**config.mk**
```make
export PLATFORM = sky130hd
export DESIGN_NAME = rv_csr_out_fifo
export DESIGN_NICKNAME = d
export VERILOG_FILES = /design/src/rtl/rv_csr_out_fifo.sv
export SDC_FILE = /design/constraint.sdc
export NUM_CORES = 1
export LEC_CHECK = 0
export BUFFER_PORTS_ARGS = -buffer_cell sky130_fd_sc_hd__buf_2
export CAP_MARGIN = 10
export CORE_ASPECT_RATIO = 1.4
export CORE_MARGIN = 2
export CORE_UTILIZATION = 40
export CTS_CLUSTER_DIAMETER = 30
export DETAILED_ROUTE_END_ITERATION = 6
export PLACE_DENSITY = 0.59
export SLEW_MARGIN = 20
export SYNTH_ARGS = -nofsm -noshare
export SYNTH_HDL_FRONTEND = slang
export SYNTH_SLANG_ARGS = --single-unit
```
**constraint.sdc**
```tcl
create_clock -name clk -period 3.45 [get_ports clk]
set_clock_uncertainty 0.15 [all_clocks]
set_input_delay 0.345 -clock clk [delete_from_list [all_inputs] [get_ports clk]]
set_output_delay 0.345 -clock clk [all_outputs]
set_load 0.005 [all_outputs]
```
**src/rtl/rv_csr_out_fifo.sv**
```systemverilog
// Output FIFO for the barrel-threaded core's CSR data-out bus: buffers {hart, data}
// words, drains them first-word-fall-through over valid/ready and counts drops taken while full.
module rv_csr_out_fifo #(
  parameter int DATA_WIDTH = 32,
  parameter int HART_WIDTH = 3,
  parameter int DEPTH      = 8,
  localparam int AW        = $clog2(DEPTH)
) (
  input  logic                  clk,
  input  logic                  rst,
  input  logic                  wr_en,
  input  logic [HART_WIDTH-1:0] wr_hart,
  input  logic [DATA_WIDTH-1:0] wr_data,
  output logic                  full,
  output logic [AW:0]           count,
  output logic                  out_valid,
  input  logic                  out_ready,
  output logic [HART_WIDTH-1:0] out_hart,
  output logic [DATA_WIDTH-1:0] out_data,
  output logic [7:0]            drop_cnt,
  input  logic                  drop_clr
);

  localparam logic [AW:0] FULL_CNT = (AW+1)'(DEPTH);

  logic [DEPTH-1:0][HART_WIDTH-1:0] hart_q;
  logic [DEPTH-1:0][DATA_WIDTH-1:0] data_q;
  logic [AW-1:0] wr_ptr, rd_ptr;
  logic push, pop, drop;

  assign full      = (count == FULL_CNT);
  assign out_valid = (count != '0);
  assign pop       = out_valid & out_ready;
  // A full FIFO that is popping this cycle frees a slot in time for the write.
  assign push      = wr_en & (~full | pop);
  assign drop      = wr_en & full & ~pop;

  assign out_hart = hart_q[rd_ptr];
  assign out_data = data_q[rd_ptr];

  always_ff @(posedge clk) begin
    if (rst) begin
      hart_q   <= '0;
      data_q   <= '0;
      wr_ptr   <= '0;
      rd_ptr   <= '0;
      count    <= '0;
      drop_cnt <= '0;
    end else begin
      if (push) begin
        hart_q[wr_ptr] <= wr_hart;
        data_q[wr_ptr] <= wr_data;
        wr_ptr         <= wr_ptr + 1'b1;
      end
      if (pop) rd_ptr <= rd_ptr + 1'b1;
      case ({push, pop})
        2'b10:   count <= count + 1'b1;
        2'b01:   count <= count - 1'b1;
        default: count <= count;
      endcase
      // A clear coinciding with a drop still records that drop.
      if (drop_clr)                    drop_cnt <= drop ? 8'd1 : 8'd0;
      else if (drop && drop_cnt != '1) drop_cnt <= drop_cnt + 8'd1;
    end
  end

endmodule

```
==> flow_summary_export.csv, run 1 <==
group,metric,value,unit
timing,min_period,2.985,ns
die,die_w,159.0,um
power_and_ir_drop,p_per_area,599.2,mW/mm2
synth,syn_avg_cell_area,9.666,um2
die,die_y,220.9,um
routing,wl,33530,um
synth,syn_inst,1391,
clock_tree,cts_tree,"done",
place,hpwl,18990,um
grt,grt_pass1_wl,53940,um
synth,ys_types,54,
timing,drv_slew,0,
timing,finalSetupViolCount,0,
hold_path,holdCritPathClass,"in -> reg",
timing,whs,0.1295,ns
die,initial_utilization,0.4048,
synth,synth_ff_type,"dfxtp_1",
power_and_ir_drop,power.total,9.502,mW
clock_tree,cts.clk_slew.worst_paths,0.05,ns
timing,rsz0062_at_grt,"false",
routing,drtPass1Iterations,5,
cells_and_area,drive_gt1_frac,0.2549,
synth,ys_async_sr_fraction,0,
synth,synth_nets,1437,
cells_and_area,layout_common_cells,"nand2_1, dfxtp_1, a21oi_1",
synth,ys_seq_area_frac,0.4437,
critical_path,path_class,"reg -> out",
clock_tree,clkSinkCount,298,
status,status,"complete, no violations",
critical_path,reg2reg_slack,0.71,ns
cells_and_area,nets,1488,
timing,fmax,335.1,MHz
synth,syn_area,0.01345,mm2
power_and_ir_drop,peakVddDrop,0.2932,mV
power_and_ir_drop,p_clk_frac,0.464,
power_and_ir_drop,p_leak,6.323,nW
timing,slew_headroom,0.4819,
routing,drcViolationCount,0,
timing,hold_violations,0,
cells_and_area,syn_to_final_growth,17.94,%
synth,ys_warn_count,0,
clock_tree,post_cts_resized,0,
cells_and_area,final_common_cell,"nand2_1",
clock_tree,cts_made_buffers,43,
grt,grt_overflow,0,
synth,synthTopCellsByArea,"dfxtp_1, mux4_2, nand2_1",
job,cap_violations,0,
critical_path,critPathLaunchType,"flip-flop",
timing,tightest_slew,0.7772,ns
routing,post_drt_via_cell_ratio,5.174,
grt,antenna_found_initial,0,
cells_and_area,antenna_cells,0,
power_and_ir_drop,p_int,6.957,mW
synth,yosysTopAreaCell,"dfxtp_1",
die,rows,79,
routing,wl_per_cell,17.46,um
die,core,0.03321,mm2
place,port_buffers,88,
synth,ys_ff_latch,298,
critical_path,crit_path_end_kind,"primary output",
timing,setup_tns,0,ns
grt,grt_pass1_vias,9971,
routing,vias,9934,
routing,detail-route-antenna-nets,0,
power_and_ir_drop,pwr-share-comb,0.148,
clock_tree,clock-root-buffer,"clkbuf_16",
power_and_ir_drop,p_seq_frac,0.389,
clock_tree,cts_htree_levels,2,
critical_path,arrival,2.49,ns
routing,drt-initial-drc-count,540,
synth,synth_top_area_share,0.4437,
clock_tree,clk_path_buf_depth,3,
critical_path,cp_max_fo,27,
grt,grt_start_max_net_pins,108,
clock_tree,clk_latency,0.53,ns
die,dieArea,0.03512,mm2
timing,min_period_over_period,0.8651,
critical_path,critPathRequiredTime,2.95,ns
synth,synth-edff-count,0,
grt,grt.total_usage,0.1904,
die,io_pins,89,
power_and_ir_drop,power_switching_share,0.2678,
place,gp_congestion,0.7488,
power_and_ir_drop,p_switching,2.545,mW
[synthesized netlist by cell type, types with 2 or more instances]
cell type / instances
buf_6: 20
or3_1: 5
mux2_2: 35
o211ai_4: 3
mux4_2: 70
a211o_1: 2
nand2_2: 6
nand2_1: 352
o2111a_1: 2
ha_1: 6
buf_4: 3
a21oi_1: 121
o2111ai_1: 2
clkbuf_1: 86
nor3_1: 2
nand3_1: 5
buf_8: 6
o211ai_1: 3
buf_2: 16
a31oi_1: 2
o2111ai_4: 2
a21oi_2: 60
or4_1: 2
xor2_1: 6
nor2_1: 117
o211a_1: 3
inv_1: 4
o21ai_0: 4
buf_1: 13
dfxtp_1: 298
mux2i_1: 109
nor2b_1: 4
[critical path, stage by stage (launching register included)]
cell and delay, ns:
dfxtp_4 0.68, buf_4 0.33, mux4_2 0.53, mux2_2 0.27, buf_2 0.13
[power groups by stage]
stage	combinational (mW)	sequential, mW	clock (mW)
final	1.41	3.69	4.40
after global placement	1.39	3.76	0
after floorplan	1.07	3.70	0
after CTS	1.44	3.69	4.49
after global routing	1.54	3.71	4.63
after detailed placement	1.40	3.77	0
[repair_timing]
| item | CTS | global route |
|---|---|---|
| endpoints found under the hold margin | 195 | 0 |
| buffers inserted | 0 | 0 |
| hold buffers | 36 | 0 |
[cells by family after synthesis]
group / share of synthesized area
compound gates: 0.1065
xor+xnor: 0.004560
fa+ha+maj: 0.005583
buf+inv: 0.06207
flops: 0.4437
mux: 0.2277
simple gates: 0.1499
[per-layer routing]
layer	GRT usage	up-vias	share of wire
li1	-	4836	-
met1	0.2351	4824	0.42
met2	0.3360	220	0.50
met3	0.03561	54	0.052
met4	0.06012	0	0.024
met5	0	-	0
[flip-flops by register name, indices dropped and copies added (netlist names)]
register and flops:
count 4, data_q 256, drop_cnt 8, hart_q 24
rd_ptr 3, wr_ptr 3
[final timing paths]
path                                              start                      end  cells past startpoint
worst max-delay path             rd_ptr[1]$_SDFFE_PP0P_             out_data[23]                      4
worst min register to register  data_q[11]$_SDFFE_PP0P_  data_q[11]$_SDFFE_PP0P_                      2
worst min-delay path                              wr_en   wr_ptr[2]$_SDFFE_PP0P_                      4
worst max register to register    count[1]$_SDFFE_PP0P_    count[2]$_SDFFE_PP0P_                      9
[area by class of cell]
| class | instances | area, um2 |
|---|---|---|
| Tap cell | 445 | 556.8 |
| Inverter | 5 | 20.02 |
| Fill cell | 3112 | 17350 |
| Timing Repair Buffer | 152 | 1159 |
| Clock inverter | 23 | 251.5 |
| Sequential cell | 298 | 5974 |
| Multi-Input combinational cell | 942 | 6681 |
| Clock buffer | 55 | 1215 |
[stage by stage]
stage                     worst slack (ns)  std cells  utilization  cell area [um2]
after global routing                0.3499       1920       0.4775            15860
after floorplan                     0.6337       1391            -            13450
after detailed placement            0.7383       1806       0.4225            14030
after global placement              0.8132       1806       0.4225            14030
after CTS                           0.4133       1920       0.4775            15860
final                               0.4654       1920       0.4775            15860
No activity file was read; power rests on OpenSTA's default activity.
==> run 2, diff against run 1 <==
--- a/config.mk
+++ b/config.mk
@@ -7,12 +7,14 @@
 export LEC_CHECK = 0
 export BUFFER_PORTS_ARGS = -buffer_cell sky130_fd_sc_hd__buf_2
 export CAP_MARGIN = 10
+export CELL_PAD_IN_SITES_DETAIL_PLACEMENT = 1
+export CELL_PAD_IN_SITES_GLOBAL_PLACEMENT = 1
 export CORE_ASPECT_RATIO = 1.4
 export CORE_MARGIN = 2
 export CORE_UTILIZATION = 40
 export CTS_CLUSTER_DIAMETER = 30
 export DETAILED_ROUTE_END_ITERATION = 6
-export PLACE_DENSITY = 0.59
+export PLACE_DENSITY = 0.71
 export SLEW_MARGIN = 20
 export SYNTH_ARGS = -nofsm -noshare
 export SYNTH_HDL_FRONTEND = slang
==> run 2 against run 1 <==
Effect of this change: clock power increased by 11%; sequential share of layout area fell by 0.45 points; fmax shrank 0.96%; non-clock buffer count down 1; final cell count is 0.52% higher; sequential power grew 2%; critical path depth did not move.
==> flow_summary_export.csv, run 2 (synthesis results as in run 1) <==
group,metric,value,unit
status,status,"complete, no violations",
critical_path,cp-startpoint,"rd_ptr[0]$_SDFFE_PP0P_",
critical_path,path_class,"reg -> out",
routing,wl,38050,um
timing,min_period_over_period,0.8735,
die,io_pins,89,
grt,met3_usage,0.03187,
grt,grt_overflow,0,
timing,slew_headroom,0.2138,
grt,grt_start_max_net_pins,152,
cells_and_area,regMostFlops,"data_q",
timing,drv_slew,0,
die,rows,79,
critical_path,critPathRequiredTime,2.95,ns
routing,drt-initial-drc-count,476,
critical_path,ff2ff_path_depth,9,
power_and_ir_drop,p_leak,6.414,nW
critical_path,reg2reg_slack,0.53,ns
routing,drtPass1Iterations,4,
grt,gr-usage-met2,0.3988,
clock_tree,post_cts_resized,0,
routing,detail-route-antenna-nets,0,
timing,hold_violations,0,
job,cap_violations,0,
clock_tree,cts.clk_slew.worst_paths,0.05,ns
grt,grt.met1_usage,0.2568,
clock_tree,clkSinkCount,298,
clock_tree,cts_htree_levels,2,
timing,min_period,3.014,ns
critical_path,critPathLaunchType,"flip-flop",
die,die_w,159.0,um
timing,whs,0.1092,ns
clock_tree,cts_tree,"done",
grt,antenna_found_initial,0,
cells_and_area,drive_gt1_frac,0.2606,
power_and_ir_drop,p_per_area,625.7,mW/mm2
grt,grt.total_usage,0.2170,
grt,grt_pass1_wl,61030,um
critical_path,regToRegEndpoint,"count[2]$_SDFFE_PP0P_",
hold_path,holdCritPathClass,"in -> reg",
cells_and_area,largest_reg_flops,256,
timing,tightest_slew,1.179,ns
die,dieArea,0.03512,mm2
die,die_y,220.9,um
place,gp_congestion,0.7457,
clock_tree,clk_latency,0.55,ns
cells_and_area,syn_to_final_growth,19.36,%
timing,finalSetupViolCount,0,
cells_and_area,layout_common_cells,"nand2_1, dfxtp_1, a21oi_1",
place,port_buffers,88,
critical_path,rr_startpoint,"count[1]$_SDFFE_PP0P_",
cells_and_area,top_regs,"data_q: 256 flops, hart_q: 24 flops, drop_cnt: 8 flops",
critical_path,arrival,2.52,ns
routing,wl_per_cell,19.72,um
die,initial_utilization,0.4048,
die,core,0.03321,mm2
place,hpwl,21060,um
cells_and_area,antenna_cells,0,
critical_path,crit_path_end_kind,"primary output",
critical_path,crit_end,"out_data[29]",
critical_path,cp_max_fo,22,
cells_and_area,nets,1493,
clock_tree,clk_path_buf_depth,3,
power_and_ir_drop,peakVddDrop,0.3350,mV
cells_and_area,final_common_cell,"nand2_1",
grt,busiest_layer,"met2",
clock_tree,clock-root-buffer,"clkbuf_16",
routing,post_drt_via_cell_ratio,5.330,
timing,rsz0062_at_grt,"false",
routing,drcViolationCount,0,
timing,fmax,331.8,MHz
routing,vias,10286,
grt,grt_pass1_vias,11161,
timing,setup_tns,0,ns
clock_tree,cts_made_buffers,49,
-- run 2: cell count changes in the layout (fill, tap and decap cells not counted) --
cell,before,now
o2111a_2,1,0
buf_4,17,15
clkinvlp_4,6,7
inv_8,2,1
clkbuf_16,46,51
clkinv_2,6,9
bufinv_16,3,4
clkbuf_1,6,4
buf_12,11,12
o2111a_1,1,2
inv_6,2,7
clkinv_8,1,0
-- run 2: worst max-delay path, cell delays in order, from the launching register on --
cell	delay [ns]
dfxtp_4	0.63
buf_4	0.34
mux4_2	0.55
mux2_2	0.30
buf_2	0.13
-- run 2: area by class of cell --
class                   count  area (um2)
multi-input cells         942        6680
inverters                   5       20.02
clock inverters            31       320.3
well taps                 445       556.8
flip-flops and latches    298        5974
fillers                  3709       17160
clock buffers              58        1333
repair buffers            151        1164
-- run 2: power breakdown --
| part | internal (mW) | total, mW | switching, mW | leakage [nW] |
|---|---|---|---|---|
| combinational | 0.657 | 1.41 | 0.757 | 3.21 |
| sequential | 3.57 | 3.75 | 0.174 | 2.41 |
| clock | 3.08 | 4.88 | 1.80 | 0.798 |
-- run 2: timing repair --
action	4_1_cts	5_1_grt
hold buffers	36	0
buffers inserted	0	0
endpoints found under the setup margin	0	0
endpoints found under the hold margin	222	0
-- run 2: how the worst min path moves through the flow --
stage | start | end | slack (ns) | depth (start not counted)
final | rst | count[1]$_SDFFE_PP0P_ | 0.11 | 2
after global routing | wr_en | wr_ptr[2]$_SDFFE_PP0P_ | 0.15 | 4
after CTS | wr_en | wr_ptr[2]$_SDFFE_PP0P_ | 0.13 | 4
after detailed placement | data_q[127]$_SDFFE_PP0P_ | data_q[127]$_SDFFE_PP0P_ | 0.30 | 2
after global placement | hart_q[16]$_SDFFE_PP0P_ | hart_q[16]$_SDFFE_PP0P_ | 0.29 | 2
after floorplan | data_q[192]$_SDFFE_PP0P_ | data_q[192]$_SDFFE_PP0P_ | 0.28 | 2
-- run 2: metrics by stage --
step / cells / utilization / instance area, um2 / setup WS [ns] / total power, mW
after floorplan: 1391 / - / 13450 / 0.6337 / 4.769
after global placement: 1805 / 0.4226 / 14030 / 0.5756 / 5.183
after detailed placement: 1805 / 0.4226 / 14030 / 0.5155 / 5.221
after CTS: 1930 / 0.4832 / 16050 / 0.3647 / 10.15
after global routing: 1930 / 0.4832 / 16050 / 0.2674 / 10.41
final: 1930 / 0.4832 / 16050 / 0.4364 / 10.04
-- run 2: per-layer routing --
layer,wire (um),share of wire
met3,1275,0.034
met2,19950,0.52
met5,0,0
met1,15790,0.41
met4,1040,0.027
==> run 3, diff against run 2 <==
--- a/config.mk
+++ b/config.mk
@@ -9,7 +9,7 @@
 export CAP_MARGIN = 10
 export CELL_PAD_IN_SITES_DETAIL_PLACEMENT = 1
 export CELL_PAD_IN_SITES_GLOBAL_PLACEMENT = 1
-export CORE_ASPECT_RATIO = 1.4
+export CORE_ASPECT_RATIO = 1.75
 export CORE_MARGIN = 2
 export CORE_UTILIZATION = 40
 export CTS_CLUSTER_DIAMETER = 30
==> run 3 against run 2 <==
Effect of this change: first-iteration DRC count rose by 0.21%; flip-flop and latch count did not move; clock power fell by 4.5%; critical path type unchanged; sequential power barely moved; clock-buffer cell count fell by 9; hold slack got worse by 0.060 ns; core utilization fell by 0.32 points; cell area fell by 1.2%.
==> flow_summary_export.csv, run 3 (synthesis results as in run 1) <==
group,metric,value,unit
power_and_ir_drop,pwr-share-comb,0.144,
critical_path,path_class,"reg -> out",
power_and_ir_drop,p_switching,2.691,mW
cells_and_area,regMostFlops,"data_q",
cells_and_area,syn_to_final_growth,17.91,%
place,port_buffers,88,
power_and_ir_drop,p_leak,6.348,nW
clock_tree,clk_latency,0.55,ns
die,die_w,142.6,um
cells_and_area,fillers,3681,
routing,vias,10184,
power_and_ir_drop,power_switching_share,0.2746,
cells_and_area,nets,1487,
critical_path,cp_max_fo,18,
place,hpwl,21630,um
power_and_ir_drop,p_int,7.110,mW
critical_path,crit_path_end_kind,"primary output",
grt,grt.total_usage,0.2169,
clock_tree,post_cts_resized,0,
grt,grt_pass1_vias,10991,
timing,setup_tns,0,ns
timing,drv_slew,0,
critical_path,reg2reg_slack,0.51,ns
timing,finalSetupViolCount,0,
clock_tree,clock-root-buffer,"clkbuf_16",
cells_and_area,final_cells,1879,
routing,wl,37370,um
critical_path,critPathRequiredTime,2.95,ns
place,placedCellCount,1764,
routing,wl_per_cell,19.89,um
clock_tree,cts_tree,"done",
grt,grt_pass1_wl,59840,um
cells_and_area,drive_gt1_frac,0.2571,
place,gp_congestion,0.7421,
hold_path,hold_end,"wr_ptr[1]$_SDFFE_PP0P_",
routing,drtPass1Iterations,4,
routing,drcViolationCount,0,
timing,tightest_slew,0.6657,ns
timing,rsz0062_at_grt,"false",
clock_tree,cts_made_buffers,44,
routing,detail-route-antenna-nets,0,
power_and_ir_drop,p_per_area,618.2,mW/mm2
die,initial_utilization,0.4070,
hold_path,holdCritPathClass,"in -> reg",
power_and_ir_drop,p_clk_frac,0.475,
die,rows,88,
timing,min_period,2.959,ns
job,cap_violations,0,
die,core,0.03303,mm2
status,status,"complete, no violations",
hold_path,hold_depth,2,
cells_and_area,layout_common_cells,"nand2_1, dfxtp_1, a21oi_1",
timing,fmax,338.0,MHz
die,die_y,246.5,um
cells_and_area,antenna_cells,0,
critical_path,regToRegEndpoint,"count[2]$_SDFFE_PP0P_",
clock_tree,cts.clk_slew.worst_paths,0.05,ns
grt,antenna_found_initial,0,
die,io_pins,89,
power_and_ir_drop,p_seq_frac,0.381,
timing,slew_headroom,0.5541,
clock_tree,clkSinkCount,298,
cells_and_area,top_regs,"data_q: 256 flops, hart_q: 24 flops, drop_cnt: 8 flops",
clock_tree,clk_path_buf_depth,3,
timing,hold_violations,0,
cells_and_area,final_common_cell,"nand2_1",
critical_path,arrival,2.46,ns
grt,grt_start_max_net_pins,87,
cells_and_area,largest_reg_flops,256,
critical_path,cp-startpoint,"rd_ptr[0]$_SDFFE_PP0P_",
routing,post_drt_via_cell_ratio,5.420,
timing,min_period_over_period,0.8577,
grt,grt_overflow,0,
hold_path,min_from,"rst",
routing,drt-initial-drc-count,477,
critical_path,rr_startpoint,"count[1]$_SDFFE_PP0P_",
critical_path,ff2ff_path_depth,9,
clock_tree,cts_htree_levels,2,
critical_path,critPathLaunchType,"flip-flop",
power_and_ir_drop,peakVddDrop,0.3915,mV
die,dieArea,0.03515,mm2
[run 3: cell count changes in the layout (fill, tap and decap cells not counted)]
cell	change
clkinv_2	-7
buf_12	-2
clkinv_4	+6
inv_8	+3
bufinv_16	+1
clkbuf_1	-3
buf_4	+1
inv_6	-1
clkinvlp_4	-3
clkbuf_16	-6
[run 3: metal layers]
layer / GRT usage / wire (um)
met1: 0.2549 / 14970
met2: 0.4020 / 20290
met3: 0.02624 / 1073
met4: 0.07484 / 1036
met5: 0 / 0
[run 3: how the worst max path moves through the flow]
stage / end / slack, ns / cells after the start
3_5_place_dp: count[2]$_SDFFE_PP0P_ / 0.51 / 9
6_report: out_data[29] / 0.49 / 4
2_1_floorplan: count[2]$_SDFFE_PP0P_ / 0.63 / 12
3_3_place_gp: count[2]$_SDFFE_PP0P_ / 0.57 / 9
4_1_cts: out_data[29] / 0.43 / 4
5_1_grt: count[2]$_SDFFE_PP0P_ / 0.32 / 9
[run 3: area by class of cell]
cell class,count,area (um2),share of cell area
clock inverter,30,370.4,0.02336
clock buffer,49,1171,0.07387
sequential,298,5974,0.3768
inverter,5,20.02,0.001263
timing repair buffer,150,1131,0.07134
tap,405,506.7,0.03196
multi-input combinational,942,6680,0.4214
[run 3: power groups by stage]
stage	combinational [mW]	sequential [mW]	clock, mW
after floorplan	1.07	3.70	0
after global placement	1.38	3.80	0
after detailed placement	1.40	3.81	0
after CTS	1.44	3.74	4.74
after global routing	1.54	3.76	4.89
final	1.41	3.74	4.66
[run 3: critical path, cell delays in order, from the launching register on]
cell,delay (ns)
dfxtp_4,0.59
buf_4,0.33
mux4_2,0.56
mux2_2,0.29
buf_2,0.13
[run 3: per-stage QoR]
stage | setup WS (ns) | power [mW] | cell area, um2 | hold WS [ns] | util
floorplan | 0.6337 | 4.769 | 13450 | 0.2831 | -
global placement | 0.5651 | 5.186 | 13950 | 0.2885 | 0.4224
detailed placement | 0.5131 | 5.213 | 13950 | 0.2972 | 0.4224
CTS | 0.4344 | 9.920 | 15850 | 0.04317 | 0.4800
global route | 0.3231 | 10.19 | 15850 | 0.08552 | 0.4800
finish | 0.4910 | 9.800 | 15850 | 0.04967 | 0.4800
[run 3: repair_timing]
action                                  4_1_cts  5_1_grt
endpoints found under the setup margin        0        0
hold buffers                                 36        0
setup buffers                                 0        0
hold endpoints to repair                    176        0
